## src/rtl/mux2_pkg.sv

```systemverilog
// Shared constants and helpers for the 2-to-1 stream multiplexer.
package mux2_pkg;

   localparam logic SRC0 = 1'b0;
   localparam logic SRC1 = 1'b1;

   localparam int unsigned DW_DEFAULT = 8;
   localparam int unsigned CNT_W      = 4;

   typedef logic [CNT_W-1:0] cnt_t;

   localparam cnt_t CNT_MAX = '1;

   function automatic cnt_t sat_inc(input cnt_t c);
      return (c == CNT_MAX) ? c : c + cnt_t'(1);
   endfunction

endpackage

```

## src/rtl/rr_arb2.sv

```systemverilog
// Two-way round-robin arbiter with bounded bursts; grants are qualified by output space.
module rr_arb2
   import mux2_pkg::*;
#(
   parameter int unsigned BURST = 1
) (
   input  logic clk,
   input  logic rst,
   input  logic v0,
   input  logic v1,
   input  logic space,
   input  logic xfer,
   output logic g0,
   output logic g1
);

   // Under contention the last winner keeps the grant while cnt < HOLD.
   localparam cnt_t HOLD = cnt_t'(BURST - 1);

   logic last_q;
   cnt_t cnt_q;
   logic pick;

   always_comb begin
      if (v0 && v1) begin
         pick = (cnt_q < HOLD) ? last_q : ~last_q;
      end else begin
         pick = v1;
      end
      g0 = v0 && (pick == SRC0) && space;
      g1 = v1 && (pick == SRC1) && space;
   end

   always_ff @(posedge clk or posedge rst) begin
      if (rst) begin
         last_q <= SRC1;
         cnt_q  <= '0;
      end else if (xfer) begin
         if (pick == last_q) begin
            cnt_q <= sat_inc(cnt_q);
         end else begin
            last_q <= pick;
            cnt_q  <= '0;
         end
      end
   end

endmodule

```

## src/rtl/mux2_stream.sv

```systemverilog
// Round-robin 2-to-1 valid/ready merge into a one-entry registered output tagged with source id.
module mux2_stream
   import mux2_pkg::*;
#(
   parameter int unsigned DW    = DW_DEFAULT,
   parameter int unsigned BURST = 1
) (
   input  logic          clk,
   input  logic          rst,
   input  logic [DW-1:0] d0,
   input  logic          v0,
   output logic          r0,
   input  logic [DW-1:0] d1,
   input  logic          v1,
   output logic          r1,
   output logic [DW-1:0] z,
   output logic          zv,
   output logic          zs,
   input  logic          zr
);

   logic space;
   logic g0;
   logic g1;
   logic xfer;

   // The register can take a new word when empty or when its word leaves this cycle.
   assign space = !zv || zr;
   assign r0    = g0 && !rst;
   assign r1    = g1 && !rst;
   assign xfer  = r0 || r1;

   rr_arb2 #(
      .BURST (BURST)
   ) u_arb (
      .clk   (clk),
      .rst   (rst),
      .v0    (v0),
      .v1    (v1),
      .space (space),
      .xfer  (xfer),
      .g0    (g0),
      .g1    (g1)
   );

   always_ff @(posedge clk or posedge rst) begin
      if (rst) begin
         z  <= '0;
         zv <= 1'b0;
         zs <= SRC0;
      end else if (xfer) begin
         z  <= r1 ? d1 : d0;
         zs <= r1 ? SRC1 : SRC0;
         zv <= 1'b1;
      end else if (zr) begin
         zv <= 1'b0;
      end
   end

endmodule
```

## config.mk

```make
export PLATFORM = sky130hd
export DESIGN_NAME = mux2_stream
export DESIGN_NICKNAME = d
export VERILOG_FILES = /design/src/rtl/mux2_pkg.sv /design/src/rtl/rr_arb2.sv /design/src/rtl/mux2_stream.sv
export SDC_FILE = /design/constraint.sdc
export NUM_CORES = 1
export LEC_CHECK = 0
export BUFFER_PORTS_ARGS = -buffer_cell sky130_fd_sc_hd__buf_4
export CORE_MARGIN = 2
export CORE_UTILIZATION = 41
export CTS_BUF_LIST = sky130_fd_sc_hd__clkbuf_16
export CTS_CLUSTER_DIAMETER = 80
export CTS_CLUSTER_SIZE = 12
export DETAILED_ROUTE_END_ITERATION = 16
export GPL_ROUTABILITY_DRIVEN = 0
export PLACE_DENSITY = 0.74
export SLEW_MARGIN = 20
export SYNTH_ARGS = -nofsm -noshare
export SYNTH_HDL_FRONTEND = slang
export SYNTH_SLANG_ARGS = --single-unit
```

## constraint.sdc

```tcl
create_clock -name clk -period 1.6 [get_ports clk]
set_input_delay 0.24 -clock clk [delete_from_list [all_inputs] [get_ports clk]]
set_output_delay 0.24 -clock clk [all_outputs]
set_load 0.05 [all_outputs]
```

# Yosys cells after proc, flatten, opt, wreduce, memory -nomap -nowiden
# Index checks and enable logic that the tools add are counted.
# op_classes
multipliers	0
n_addsub	1
bitwise	3
n_lt_le_gt_ge	1
muxes	8
reduce_logical	14
n_div	0
shift	0
eq_ne	3
# op_table
operator	n
4-bit 2-to-1 mux	2
8-bit 2-to-1 mux	1
1-bit logical AND	7
1-bit 2-to-1 mux	5
4-bit by 1-bit adder with 4-bit output (second input constant)	1
4-bit == test (second input constant)	1
4-bit by 1-bit < comparator with 1-bit output (second input constant)	1
2-bit AND reduction	2
1-bit inverter	3
1-bit logical NOT	2
1-bit logical OR	2
2-bit inequality test (second input constant)	1
2-bit nonzero test	1
1-bit == test	1
# word_totals
latchBits	0
output_inout_bits	12
ramBits	0
memories	0
ff_bits	15
mem_bits_ro	0
wordCells	35

# Longest topological paths before layout
# logic_depth
word_depth	9
depth_mapped	4

# Modules after synthesis
# A second synthesis with hierarchy kept.
# unflattened
cells_unflattened	46
hier_area_um2	570.5
# modules_own_cells
mod	area_each_um2	n_inst	cells_per_inst	seq_area_each_um2
mux2_stream	494.2	1	38	250.2
rr_arb2	76.3	1	8	26.3

# Worst setup path after synthesis
# Ideal clock, no wire load.
# synth_path
kind	register to output
startpoint	reg zv
endpoint	out r0
stages_incl_launch_ff	4
t_arrival_ps	1395
slack_ps	-35
required_ps	1360
n_path_buf	0
path_cell_list	dfrtp_1 > or2b_4 > o2111ai_4 > inv_1
# synth_between
elab_chain_cells	4
# synth_rtl
element	line_no	rtl
from (decl)	mux2_stream.sv:17	output logic zv,
from (signal assigned)	mux2_stream.sv:49	zv <= 1'b0;
from (signal assigned)	mux2_stream.sv:54	zv <= 1'b1;
from (signal assigned)	mux2_stream.sv:56	zv <= 1'b0;
1-bit logical NOT	mux2_stream.sv:28	assign space = !zv || zr;
1-bit logical OR	mux2_stream.sv:28	
1-bit logical AND	rr_arb2.sv:30	g0 = v0 && (pick == SRC0) && space;
1-bit logical AND	mux2_stream.sv:29	assign r0 = g0 && !rst;
to (decl)	mux2_stream.sv:12	output logic r0,
# No other way between the ends.

# Final worst setup path
# Ends and elaborated chain as after synthesis.

==> impl_metrics.ini <==
[routing]
dr.pass1.iters = 2
drc = 0
drt_iter0_drc = 9
ant_nets = 0
vias = 557
detail_route.wl_per_cell_microns = 14.9
vias_per_cell = 5.25
totalWireLength_mm = 1.58

[status]
outcome = finished, final reports clean

[cts]
cts_tree = yes
cts_buffers = 3
cts-root-buf = clkbuf_16
clock_latency_ns = 0.24
cts-htree-levels = 1
cts_hold_buf = 0
clk_pin_slew_ns = 0.04
cts.sinks = 11
cts_buffer_depth = 2

[setup_path]
critPathRequiredTime_ns = 1.36
setup.worst_path.end_class = primary output
path_buf_inv = 2
arrival_ns = 1.31
worstPathCellList = or2b_4 -> o2111ai_4 -> clkinvlp_4 -> buf_6
slowest_delay_ns = 0.36
cpMaxStageDelayCell = dfrtp_2
worst-setup-path-type = flip-flop to primary output
cp_top_family = flip-flops
worstPathMaxFanout = 3
startpoint_type = flip-flop

[die]
num_io_pins = 33
die-area_sq_um = 1750
die_y_microns = 41.8
start_util = 0.444
die_width_microns = 41.8
core_area_sq_um = 1320
num_rows = 13

[logic_synthesis]
ys_seq_area_frac = 0.472
ys_ff_latch = 11
syn-instance-count = 52
syn_avg_cell_area_sq_um = 11.3
synth_top_area_share = 0.427
synth_largest_area_cell = dfrtp_1
syn-cell-area_sq_um = 586
synthDistinctLibCells = 17
ys_warn_count = 0
syn_nets = 73
ys_top_cells_by_area = dfrtp_1, o221a_1, o31ai_1

[placement]
io_buffers = 32
placed_cell_area_sq_um = 848
dp.cells = 99

[layout]
drive_above_1_share = 0.516
area_growth_pct = 64.1
finalNetCount = 113
final_area_sq_um = 961
fin_cells = 106
diodes = 0
fin_util = 0.729

[worst_hold_path]
hold_class = input port to async pin

[timing]
fmax_mhz = 647
fin_crit_sh = 0.966
period_minus_slack_ns = 1.55
slew_headroom = 0.547
hold_viol = 0
tightest_slew_ns = 0.679
slew_viol_final = 0
setup-tns-final_ns = 0
rsz0062_at_grt = false
finClkSkew_ns = 0.00197
finalSetupViolCount = 0

[power]
p_leak_nw = 0.474
ir_drop_mv = 1.06
power_density_nw_per_um2 = 1370

[global_route]
grt-ovfl-total = 0
grt_max_degree = 14
grt_pass1_wl_mm = 2.54
grt_pass1_vias = 566
antenna_found_initial = 0
grt_usage = 0.189

[flow_run]
drv_cap = 0
## registers in the layout, summed over array words and instances, names as in the netlist
| signal | flops |
|---|---|
| zs | 1 |
| zv | 1 |
| z | 8 |
| u_arb.last_q | 1 |
## path summary, 6_finish.rpt
| kind | endpoint | cells after the start | slack [ns] | start |
|---|---|---|---|---|
| max | r0 | 4 | 0.05 | zv |
| min | zv | 3 | 0.15 | rst |
| max reg2reg | zs | 3 | 0.23 | zv |
| min reg2reg | zs | 1 | 0.51 | zs |
| max in group asynchronous | u_arb.last_q | 3 | 1.22 | rst |
| min in group clk | z[1] | 2 | 0.27 | d0[1] |
## synthesized netlist by cell type
cell type	n
buf_2	1
buf_6	1
dfrtp_1	10
dfstp_2	1
inv_1	12
nand2_1	1
nand3_2	1
nor2_2	1
nor2b_1	2
nor3_1	1
o2111ai_4	1
o21a_1	1
o21ai_0	1
o221a_1	8
o31ai_1	8
o32a_1	1
or2b_4	1
## tightest hold or removal path: cells and delay by family
kind     cells  cell delay (ns)
buf+inv      3             0.50
## cell families after synthesis
kind of cell	synth area share
compound gates	0.340
buf+inv	0.105
flops	0.472
simple gates	0.0833
## per-layer routing
metal  wire length [microns]  part of all wire  vias up  GRT usage
met4                       0                 0        0     0.0387
met3                     110             0.070        0     0.0565
met2                     833              0.53       21      0.338
li1                        -                 -      270          -
met5                       0                 0        -          0
met1                     632              0.40      266      0.220
## where the power goes
group / total, mW / internal, mW / leakage, nW / switching, mW
clock network: 0.450 / 0.328 / 0.0423 / 0.122
registers: 0.382 / 0.342 / 0.120 / 0.0400
logic: 0.488 / 0.184 / 0.312 / 0.304
## stage by stage
| step | setup slack [ns] | hold WS [ns] | power, mW |
|---|---|---|---|
| after CTS | 0.0261 | 0.155 | 1.33 |
| after global placement | 0.286 | 0.386 | 0.852 |
| after floorplan | 0.0345 | 0.121 | 0.701 |
| after global routing | 0.0101 | 0.197 | 1.37 |
| final | 0.0545 | 0.151 | 1.32 |
| after detailed placement | 0.241 | 0.407 | 0.861 |
## layout by cell type (no fill, tap or decap), types with 2 or more instances in the layout
cell type / netlist / layout
o31ai_1: 8 / 8
buf_4: 0 / 36
nor2b_1: 2 / 2
dfrtp_1: 10 / 9
clkbuf_16: 0 / 3
o221a_1: 8 / 8
inv_1: 12 / 12
## layout make-up
cell class                 count  area [sq um]
clock buffer                   3          75.1
multi-input combinational     27           255
fill                          94           357
timing repair buffer          37           282
inverter                      12          48.8
clock inverter                 1          3.75
sequential                    11           278
tap                           15          18.8
## timing repair
item | CTS | global route
endpoints found under the hold margin | 0 | 0
gates resized for setup | 1 | 1
pin swaps | 0 | 1
setup endpoints to repair | 1 | 2
buffers inserted | 0 | 3
Note: power is estimated with default switching activity, not from simulation.
